## src/rtl/block_serializer_if.sv

```systemverilog
// Handshake bundle for block_serializer: block load side and word stream side.
interface block_serializer_if #(
    parameter int N = 16,
    parameter int M = 16
);
    localparam int IW = (M > 1) ? $clog2(M) : 1;

    logic [N-1:0]  in_block [M-1:0];
    logic          in_flip;
    logic          in_valid;
    logic          in_ready;
    logic [N-1:0]  out_data;
    logic [IW-1:0] out_idx;
    logic          out_last;
    logic          out_valid;
    logic          out_ready;
    logic          busy;

    modport master (
        output in_block, in_flip, in_valid, out_ready,
        input  in_ready, out_data, out_idx, out_last,
        input  out_valid, busy
    );

    modport slave (
        input  in_block, in_flip, in_valid, out_ready,
        output in_ready, out_data, out_idx, out_last,
        output out_valid, busy
    );
endinterface

```

## src/rtl/block_serializer.sv

```systemverilog
// Drains one registered block of M words, one word per cycle, optionally reversed.
module block_serializer #(
    parameter int N = 16,
    parameter int M = 16
) (
    input logic               clk,
    input logic               rst,
    block_serializer_if.slave bus
);
    localparam int IW = (M > 1) ? $clog2(M) : 1;
    localparam logic [IW-1:0] LAST_IDX = IW'(M - 1);
    localparam logic [0:0] S_IDLE = 1'b0;
    localparam logic [0:0] S_SEND = 1'b1;

    logic [0:0]    r_state;
    logic [N-1:0]  r_buf [M-1:0];
    logic          r_flip;
    logic [N-1:0]  r_data;
    logic [IW-1:0] r_idx;
    logic          r_valid;

    logic          w_last;
    logic          w_accept;
    logic          w_ready;
    logic          w_load;
    logic [IW-1:0] w_end;
    logic [IW-1:0] w_start;
    logic [IW-1:0] w_next;

    assign w_end    = r_flip ? '0 : LAST_IDX;
    assign w_last   = r_valid & (r_idx == w_end);
    assign w_accept = r_valid & bus.out_ready;
    // rst gates the ready so nothing is offered upstream while held in reset
    assign w_ready  = rst & ((r_state == S_IDLE) | (w_accept & w_last));
    assign w_load   = bus.in_valid & w_ready;
    assign w_start  = bus.in_flip ? LAST_IDX : '0;
    assign w_next   = r_flip ? (r_idx - 1'b1) : (r_idx + 1'b1);

    always_ff @(posedge clk or negedge rst) begin
        if (!rst) begin
            r_state <= S_IDLE;
            r_flip  <= 1'b0;
            r_data  <= '0;
            r_idx   <= '0;
            r_valid <= 1'b0;
            for (int i = 0; i < M; i++) r_buf[i] <= '0;
        end else if (w_load) begin
            r_state <= S_SEND;
            r_flip  <= bus.in_flip;
            r_idx   <= w_start;
            r_data  <= bus.in_block[w_start];
            r_valid <= 1'b1;
            for (int i = 0; i < M; i++) r_buf[i] <= bus.in_block[i];
        end else if (w_accept && !w_last) begin
            r_idx  <= w_next;
            r_data <= r_buf[w_next];
        end else if (w_accept) begin
            r_state <= S_IDLE;
            r_valid <= 1'b0;
        end
    end

    assign bus.in_ready  = w_ready;
    assign bus.out_data  = r_data;
    assign bus.out_idx   = r_idx;
    assign bus.out_last  = w_last;
    assign bus.out_valid = r_valid;
    assign bus.busy      = (r_state == S_SEND);
endmodule

```

## src/flat_wrapper.sv

```systemverilog
// flat-port wrapper written by rule: the top's interface ports become plain ports
module block_serializer_flat 
#(
    parameter int N = 16,
    parameter int M = 16
)
  (clk, rst, bus_in_block, bus_in_flip, bus_in_valid, bus_out_ready, bus_in_ready, bus_out_data, bus_out_idx, bus_out_last, bus_out_valid, bus_busy);
  block_serializer_if #(.N(N), .M(M)) bus_i ();
  input logic clk;
  input logic rst;
  input wire logic [$bits(bus_i.in_block)-1:0] bus_in_block;
  input wire logic [$bits(bus_i.in_flip)-1:0] bus_in_flip;
  input wire logic [$bits(bus_i.in_valid)-1:0] bus_in_valid;
  input wire logic [$bits(bus_i.out_ready)-1:0] bus_out_ready;
  output wire logic [$bits(bus_i.in_ready)-1:0] bus_in_ready;
  output wire logic [$bits(bus_i.out_data)-1:0] bus_out_data;
  output wire logic [$bits(bus_i.out_idx)-1:0] bus_out_idx;
  output wire logic [$bits(bus_i.out_last)-1:0] bus_out_last;
  output wire logic [$bits(bus_i.out_valid)-1:0] bus_out_valid;
  output wire logic [$bits(bus_i.busy)-1:0] bus_busy;
  assign bus_i.in_block = {>>{bus_in_block}};
  assign bus_i.in_flip = bus_in_flip;
  assign bus_i.in_valid = bus_in_valid;
  assign bus_i.out_ready = bus_out_ready;
  assign bus_in_ready = bus_i.in_ready;
  assign bus_out_data = bus_i.out_data;
  assign bus_out_idx = bus_i.out_idx;
  assign bus_out_last = bus_i.out_last;
  assign bus_out_valid = bus_i.out_valid;
  assign bus_busy = bus_i.busy;
  block_serializer #(.N(N), .M(M)) u_core (.clk(clk), .rst(rst), .bus(bus_i));
endmodule
```

## config.mk

```make
export PLATFORM = sky130hd
export DESIGN_NAME = block_serializer_flat
export DESIGN_NICKNAME = d
export VERILOG_FILES = /design/src/rtl/block_serializer_if.sv /design/src/rtl/block_serializer.sv /design/src/flat_wrapper.sv
export SDC_FILE = /design/constraint.sdc
export NUM_CORES = 1
export LEC_CHECK = 0
export ABC_AREA = 1
export CAP_MARGIN = 20
export CORE_ASPECT_RATIO = 1.2
export CORE_MARGIN = 5
export CORE_UTILIZATION = 38
export CTS_BUF_LIST = sky130_fd_sc_hd__clkbuf_4
export CTS_CLUSTER_DIAMETER = 60
export CTS_CLUSTER_SIZE = 16
export DETAILED_ROUTE_END_ITERATION = 7
export GPL_ROUTABILITY_DRIVEN = 0
export PLACE_DENSITY_LB_ADDON = 0.08
export SYNTH_ARGS = -nofsm -noshare
export SYNTH_HDL_FRONTEND = slang
export SYNTH_SLANG_ARGS = --single-unit
```

## constraint.sdc

```tcl
create_clock -name clk -period 3.7 [get_ports clk]
set_input_delay 0.74 -clock clk [delete_from_list [all_inputs] [get_ports clk]]
set_output_delay 0.74 -clock clk [all_outputs]
set_load 0.02 [all_outputs]
```

---- Word-level counts from Yosys, hierarchy flattened ----
Index checks and enable logic that the tools add are counted.
operators by class
  reduce and logical (&&, ||, !) cells .... 5
  add/sub/neg operators ................... 2
  equal/unequal tests ..................... 2
  magnitude comparators ................... 2
  bitwise logic cells ..................... 7
  mux-type cells .......................... 14
operators with widths
  operator                                               count
  binary-select mux 16 bit (select 4 bit)                2
  two-way mux 16 bit                                     4
  two-way mux 4 bit                                      5
  < comparator 4 x 5 -> 1 bit, second input constant     2
  AND 1 bit                                              5
  adder 4 x 1 -> 4 bit, second input constant            1
  == test 4 bit                                          1
  nonzero test 2 bit                                     2
  subtractor 4 x 1 -> 4 bit, second input constant       1
  two-way mux 1 bit                                      3
  inequality test 2 x 1 -> 1 bit, second input constant  1
  AND reduction 2 bit                                    1
  logical AND 1 bit                                      1
  zero test 1 bit                                        1
  NOT 1 bit                                              1
  bitwise OR 1 bit                                       1
storage, ports and cells
  output and inout port bits .............. 24
  input bits .............................. 261
  register bits after elaboration ......... 278
  word-level logic and storage cells ...... 52

---- Logic depth before layout (Yosys ltp) ----
Gate-level depths: netlist of run 1.
  depth after elaboration ................. 9
  mapped depth ............................ 13
  gate-level depth less buffers ........... 11

---- Worst setup path after synthesis of run 1 ----
Ideal clock, no wire load.
  path kind ............................... register to output
  start ................................... reg u_core.r_idx[2] (netlist: u_core.bus.out_idx[2])
  end ..................................... out bus_in_ready
  data required time ...................... 2.960 ns
  stages on the path, launching flop included .. 7
  data arrival time ....................... 1.678 ns
  buffers on the path ..................... 1
  path slack .............................. 1.282 ns
  path through ............................ dfrtp_1 ha_1 nand2_1 a21oi_2 nand3_1 a21boi_2 buf_2
between the ends
  longest elaborated chain between the ends .. 5
RTL lines
  element                 line                    text
  start, declared         block_serializer.sv:19  logic [IW-1:0] r_idx;
  start signal, assigned  block_serializer.sv:50  r_idx <= w_start;
  start signal, assigned  block_serializer.sv:55  r_idx <= w_next;
  == test 4 bit           block_serializer.sv:31  assign w_last = r_valid & (r_idx == w_end);
  AND 1 bit               block_serializer.sv:31
  AND 1 bit               block_serializer.sv:34  assign w_ready = rst & ((r_state == S_IDLE) | (w_accept & w_last));
  bitwise OR 1 bit        block_serializer.sv:34
  AND 1 bit               block_serializer.sv:34
  end, declared           flat_wrapper.sv:15      output wire logic [$bits(bus_i.in_ready)-1:0] bus_in_ready;
Every way passes these cells.

---- Final worst setup path of run 1 ----
  start ................................... reg u_core.r_flip
  end ..................................... out bus_out_last
between the ends
  longest elaborated chain between the ends .. 3
RTL lines
  element                 line                    text
  start, declared         block_serializer.sv:17  logic r_flip;
  start signal, assigned  block_serializer.sv:49  r_flip <= bus.in_flip;
  two-way mux 4 bit       block_serializer.sv:30  assign w_end = r_flip ? '0 : LAST_IDX;
  == test 4 bit           block_serializer.sv:31
  AND 1 bit               block_serializer.sv:31
  end, declared           flat_wrapper.sv:18      output wire logic [$bits(bus_i.out_last)-1:0] bus_out_last;
Every way passes these cells.

==> results.yml, run 1 <==
run_status:
  status: "complete, no violations"
timing:
  final-hold-violation-count: 0
  slew-limit-headroom_pct: 39.1
  setup_viol: 0
  finClkSkew_ns: 0.0430
  fmax_mhz: 285
  slew_violations: 0
  rsz0062_at_grt: "false"
  hold-worst-slack_ns: 0.176
  worstMarginPinSlew_ns: 0.913
  layout_min_cycle_time_ns: 3.51
  timing.final.crit_share_pct: 94.9
  fin_tns_setup_ns: 0
critical_path:
  path_common_cell: "nand2_1"
  worst-path-buf-inv: 1
  rrSetupSlack_ns: 0.49
  crit_end: "bus_out_last"
  crit_start: "u_core.r_flip"
  ff2ff_path_depth: 11
  cp.depth: 6
  r2r-start: "u_core.bus.out_idx[0]"
  worst_path_largest_cell_delay_ns: 0.62
  cp_max_fo: 7
  r2r-end: "u_core.bus.out_data[6]"
  crit_path_end_kind: "output port"
  arrival_ns: 2.77
  required_ns: 2.96
  cp_cell_sequence: "ha_1, nand2_1, a21oi_2, nand2_1, nor2_1, clkdlybuf4s50_1"
  cp-start-kind: "register"
  criticalPathCategory: "register to output port"
  critPathTopFamily: "buffers and inverters"
  cp_slowest_cell: "clkdlybuf4s50_1"
route:
  wirelength_mm: 47.9
  first_pass_iters: 7
  wl_per_cell_um: 18.2
  num_vias: 12858
  drc: 0
  antenna_left: 0
  via_per_inst: 4.87
  drt_iter0_drc: 975
synthesis:
  syn-num-nets: 2185
  ys_seq_elements: 278
  yosysUniqueCellTypes: 22
  ys_warn_count: 0
  syn_area_sq_um: 14600
  seq_area_frac_synth_pct: 47.6
  syn_inst: 1921
  syn_avg_cell_area_sq_um: 7.60
clocking:
  clock_path_buffers: 3
  clkSlewWorstSetupHoldPaths_ns: 0.16
  clock_latency_ns: 0.74
  cts_root_buffer: "clkbuf_4"
  cts_hold_buf: 0
  numCtsBuffers: 27
  cts_htree_levels: 1
  cts_tree: "built"
  cts.sink_count: 278
cells_and_area:
  area_growth_pct: 24.3
  drive_above_1_share_pct: 11.7
  multi_input_area_sq_um: 5960
  nFillCells: 3873
  regArea_sq_um: 6960
  stdcell_count: 2640
  nets: 2404
grt:
  gr-usage-all-layers_pct: 22.1
  grt_max_degree: 140
  antenna_found_initial: 1
  grt-ovfl-total: 0
  grt_pass1_wl_mm: 74.8
  grt_pass1_vias: 13383
pwr:
  p_leak_nw: 9.17
  irDropWorstVdd_mv: 0.715
  p_per_area_nw_per_um2: 945
die:
  die_x_um: 189
  fp.dieArea_sq_um: 42500
  initial_utilization_pct: 38.6
  core_sq_um: 37900
  io_pins: 285
  chipHeight_um: 225
  placementRows: 78
placed_design:
  dpl.hpwl_mm: 34.6
  post-place-cells: 2591
  placement.io_buffers: 284
hold_path:
  holdCritPathClass: "primary input to asynchronous set/reset pin"
job:
  cap_violations: 0
registers in the layout (all words and copies together) (netlist names):
register	count
u_core.bus.out_data	16
u_core.bus.out_idx	4
u_core.bus.out_valid	1
u_core.r_buf	256
u_core.r_flip	1
through the flow:
step	area [sq um]	power (W)	util, %	setup slack [ns]
2_1_floorplan	14600	0.0120	-	1.28
3_3_place_gp	17700	0.0154	46.9	0.522
3_5_place_dp	17800	0.0156	46.9	0.506
4_1_cts	18200	0.0173	47.9	0.0299
5_1_grt	18200	0.0187	47.9	0.0891
6_report	18200	0.0172	47.9	0.190
area by class of cell:
type                    instances  area share, %
multi-input cells            1242           32.9
repair buffers                310           17.6
well taps                     480           3.31
flip-flops and latches        278           38.3
inverters                     281           5.82
clock buffers                  28           1.16
diodes                          1         0.0138
clock inverters                20          0.937
kinds of logic (layout without fill, tap and decap cells):
logic type                 Yosys count  in the layout  share of synthesized area (%)
and+or+nand+nor                    963            963                           26.4
adders and majority gates            3              3                          0.308
AOI/OAI and AO/OA                  275            275                           13.9
buffers and inverters              401            639                           11.7
other                                0              1                              0
DFF                                278            278                           47.6
xor gates and xnor gates             1              1                         0.0600
worst min path at each step:
stage	end	slack, ns	cells after the start
after floorplan	u_core.bus.out_data[0]	0.44	0
after global placement	u_core.r_buf[15]	0.47	2
after detailed placement	u_core.r_buf[15]	0.47	2
after CTS	u_core.r_buf[12]	0.21	2
after global routing	u_core.r_buf[150]	0.22	2
final	u_core.r_buf[163]	0.18	2
cells in the final DEF (no fill, tap or decap), types with 8 or more instances in the layout:
| master | instances |
|---|---|
| clkbuf_4 | 28 |
| o21ai_1 | 8 |
| nand3_1 | 189 |
| inv_1 | 278 |
| nor2_1 | 245 |
| clkdlybuf4s50_1 | 282 |
| buf_12 | 10 |
| o21ai_0 | 24 |
| nand2_1 | 527 |
| dfrtp_1 | 277 |
| a21oi_1 | 70 |
| buf_4 | 15 |
| a21oi_2 | 172 |
synth_stat cells:
cell | n | area share, %
a21boi_2 | 1 | 0.077
o21ai_0 | 24 | 0.82
clkinv_1 | 1 | 0.026
nand3_1 | 189 | 6.5
a21oi_2 | 172 | 10
inv_1 | 278 | 7.1
nor2_1 | 245 | 6.3
xnor2_1 | 1 | 0.060
buf_2 | 28 | 0.96
a21oi_1 | 70 | 2.4
clkbuf_1 | 48 | 1.2
buf_1 | 21 | 0.54
nand2_1 | 527 | 14
nand3_2 | 1 | 0.069
buf_6 | 22 | 1.7
ha_1 | 2 | 0.17
buf_4 | 1 | 0.051
inv_2 | 2 | 0.051
nand2_2 | 1 | 0.043
dfrtp_1 | 278 | 48
o21ai_1 | 8 | 0.27
fa_1 | 1 | 0.14
worst register-to-register path: cells and delay by family (launching register included):
kind | cells | cell delay (ns)
adder cells (fa/ha/maj) | 1 | 0.69
buffers and inverters | 2 | 0.99
flip-flops | 1 | 0.66
AND/OR/NAND/NOR | 8 | 0.84
report_power, final:
| group | switching [W] | leakage, nW | total (W) | internal, W |
|---|---|---|---|---|
| registers | 0.000542 | 3.05 | 0.00496 | 0.00442 |
| logic | 0.00699 | 5.92 | 0.0105 | 0.00354 |
| clock network | 0.00117 | 0.201 | 0.00167 | 0.000497 |
routing by layer:
layer	share of wire, %	GRT usage (%)	vias to the layer above
li1	-	-	6323
met1	44	30.9	6105
met2	47	35.8	370
met3	6.5	3.90	60
met4	2.6	5.45	0
met5	0	0	-
what timing repair did:
item                                    4_1_cts  5_1_grt
setup buffers                                 0        0
hold endpoints to repair                      0        0
gates resized for setup                       0        1
endpoints found under the setup margin        0        1
No activity file was read; power rests on OpenSTA's default activity.
==> run 2, diff against run 1 <==
CAP_MARGIN = 5   (was 20)
==> run 2 against run 1 <==
Critical path depth stayed put. Wire length is 0.29% lower. Sequential share of layout area is 0.12 points lower. Combinational power hardly changed. Clock-buffer cell count is 2 higher. Utilization is 0.15 points higher. Hold slack worse by 0.021 ns. Maximum frequency hardly changed. Die area stayed put. Final cell count stayed put. Register-to-register slack hardly changed. Clock skew is 0.0037 ns lower.
==> results.yml, run 2 (synthesis gave the netlist of run 1 again) <==
clocking:
  clock_latency_ns: 0.74
  post_cts_buffers: 0
  clock_path_buffers: 3
  cts_tree: "built"
  cts_htree_levels: 1
  clkSlewWorstSetupHoldPaths_ns: 0.16
  cts_root_buffer: "clkbuf_4"
  cts.sink_count: 278
  numCtsBuffers: 27
route:
  num_vias: 12838
  drc: 0
  wl_per_cell_um: 18.1
  antenna_left: 0
  first_pass_iters: 5
  drt_iter0_drc: 1010
  via_per_inst: 4.86
  wirelength_mm: 47.8
grt:
  grt_pass1_vias: 13299
  gr-usage-all-layers_pct: 22.0
  antenna_found_initial: 1
  grt_max_degree: 140
  grt-ovfl-total: 0
  grt_pass1_wl_mm: 74.5
cells_and_area:
  largest_register: "u_core.r_buf"
  nets: 2403
  final_cell_mix: "nand2_1 (527), clkdlybuf4s50_1 (282), inv_1 (278)"
  drive_above_1_share_pct: 11.7
  final_common_cell: "nand2_1"
  area_growth_pct: 24.7
  stdcell_count: 2640
  postLayoutCellArea_sq_um: 18200
  largest_reg_flops: 256
critical_path:
  required_ns: 2.96
  cp-start-kind: "register"
  criticalPathCategory: "register to output port"
  arrival_ns: 2.77
  crit_path_end_kind: "output port"
  cp_max_fo: 7
timing:
  timing.final.crit_share_pct: 94.9
  fin_tns_setup_ns: 0
  final-hold-violation-count: 0
  slew-limit-headroom_pct: 23.2
  layout_min_cycle_time_ns: 3.51
  fmax_mhz: 285
  final.setup.worst_slack_ns: 0.189
  rsz0062_at_grt: "false"
  setup_viol: 0
  finClkSkew_ns: 0.0392
  worstMarginPinSlew_ns: 1.15
  slew_violations: 0
  hold-worst-slack_ns: 0.156
die:
  initial_utilization_pct: 38.6
  die_x_um: 189
  chipHeight_um: 225
  placementRows: 78
  core_sq_um: 37900
  fp.dieArea_sq_um: 42500
  io_pins: 285
placed_design:
  placement.io_buffers: 284
  dpl.hpwl_mm: 34.5
  placedInstanceArea_sq_um: 17700
  post-place-cells: 2590
  place_ws_ns: 0.485
run_status:
  status: "complete, no violations"
job:
  cap_violations: 0
pwr:
  p_leak_nw: 9.21
  irDropWorstVdd_mv: 0.790
  p_per_area_nw_per_um2: 947
hold_path:
  holdCritPathClass: "primary input to asynchronous set/reset pin"
[run 2: cell types whose count changed in the layout (fill, tap and decap cells not counted), sizes merged]
| cell | delta |
|---|---|
| clkbuf | +2 |
| clkinv | -1 |
| clkinvlp | -4 |
| bufinv | +3 |
| diode | +1 |
| buf | -1 |
[run 2: path summary, 6_finish.rpt]
path | start | to | slack (ns) | cells past startpoint
setup / recovery | u_core.r_flip | bus_out_last | 0.19 | 6
hold / removal | rst | u_core.r_buf[163] | 0.16 | 2
setup reg to reg | u_core.bus.out_idx[0] | u_core.bus.out_data[10] | 0.49 | 11
hold reg to reg | u_core.r_buf[3] | u_core.r_buf[3] | 0.51 | 2
max in group asynchronous | rst | u_core.r_buf[17] | 2.87 | 2
min in group clk | rst | u_core.r_buf[8] | 0.36 | 3
[run 2: where the power goes]
group          total [W]  switching [W]  leakage (nW)  internal, W
logic             0.0104        0.00694          5.90      0.00345
registers        0.00496       0.000541          3.05      0.00442
clock network    0.00189        0.00117         0.254     0.000727
[run 2: repair_timing]
item,CTS,global route
gates resized for setup,0,1
hold buffers,0,0
setup endpoints to repair,0,1
[run 2: stage by stage]
step,total power [W],util (%)
2_1_floorplan,0.0120,-
3_5_place_dp,0.0155,46.9
4_1_cts,0.0174,48.1
3_3_place_gp,0.0154,46.9
5_1_grt,0.0188,48.1
6_report,0.0173,48.1
[run 2: worst max-delay path, cell delays in order (launching register included)]
cell	delay [ns]
dfrtp_1	0.52
ha_1	0.42
nand2_1	0.11
a21oi_2	0.18
nand2_1	0.10
nor2_1	0.10
clkdlybuf4s50_1	0.62
[run 2: routing by layer]
metal	vias to the layer above	part of all wire (%)	track usage (%)
met3	76	6.4	4.04
met5	-	0	0
met2	397	45	34.8
met4	0	3.3	6.84
met1	6039	45	31.0
li1	6326	-	-
[run 2: final cells by class]
cell class,instances,area [sq um]
Tap cell,480,601
Timing Repair Buffer,309,3160
Fill cell,3879,19700
Antenna cell,2,5.00
Clock inverter,18,235
Sequential cell,278,6960
Inverter,281,1060
Multi-Input combinational cell,1242,5960
Clock buffer,30,225
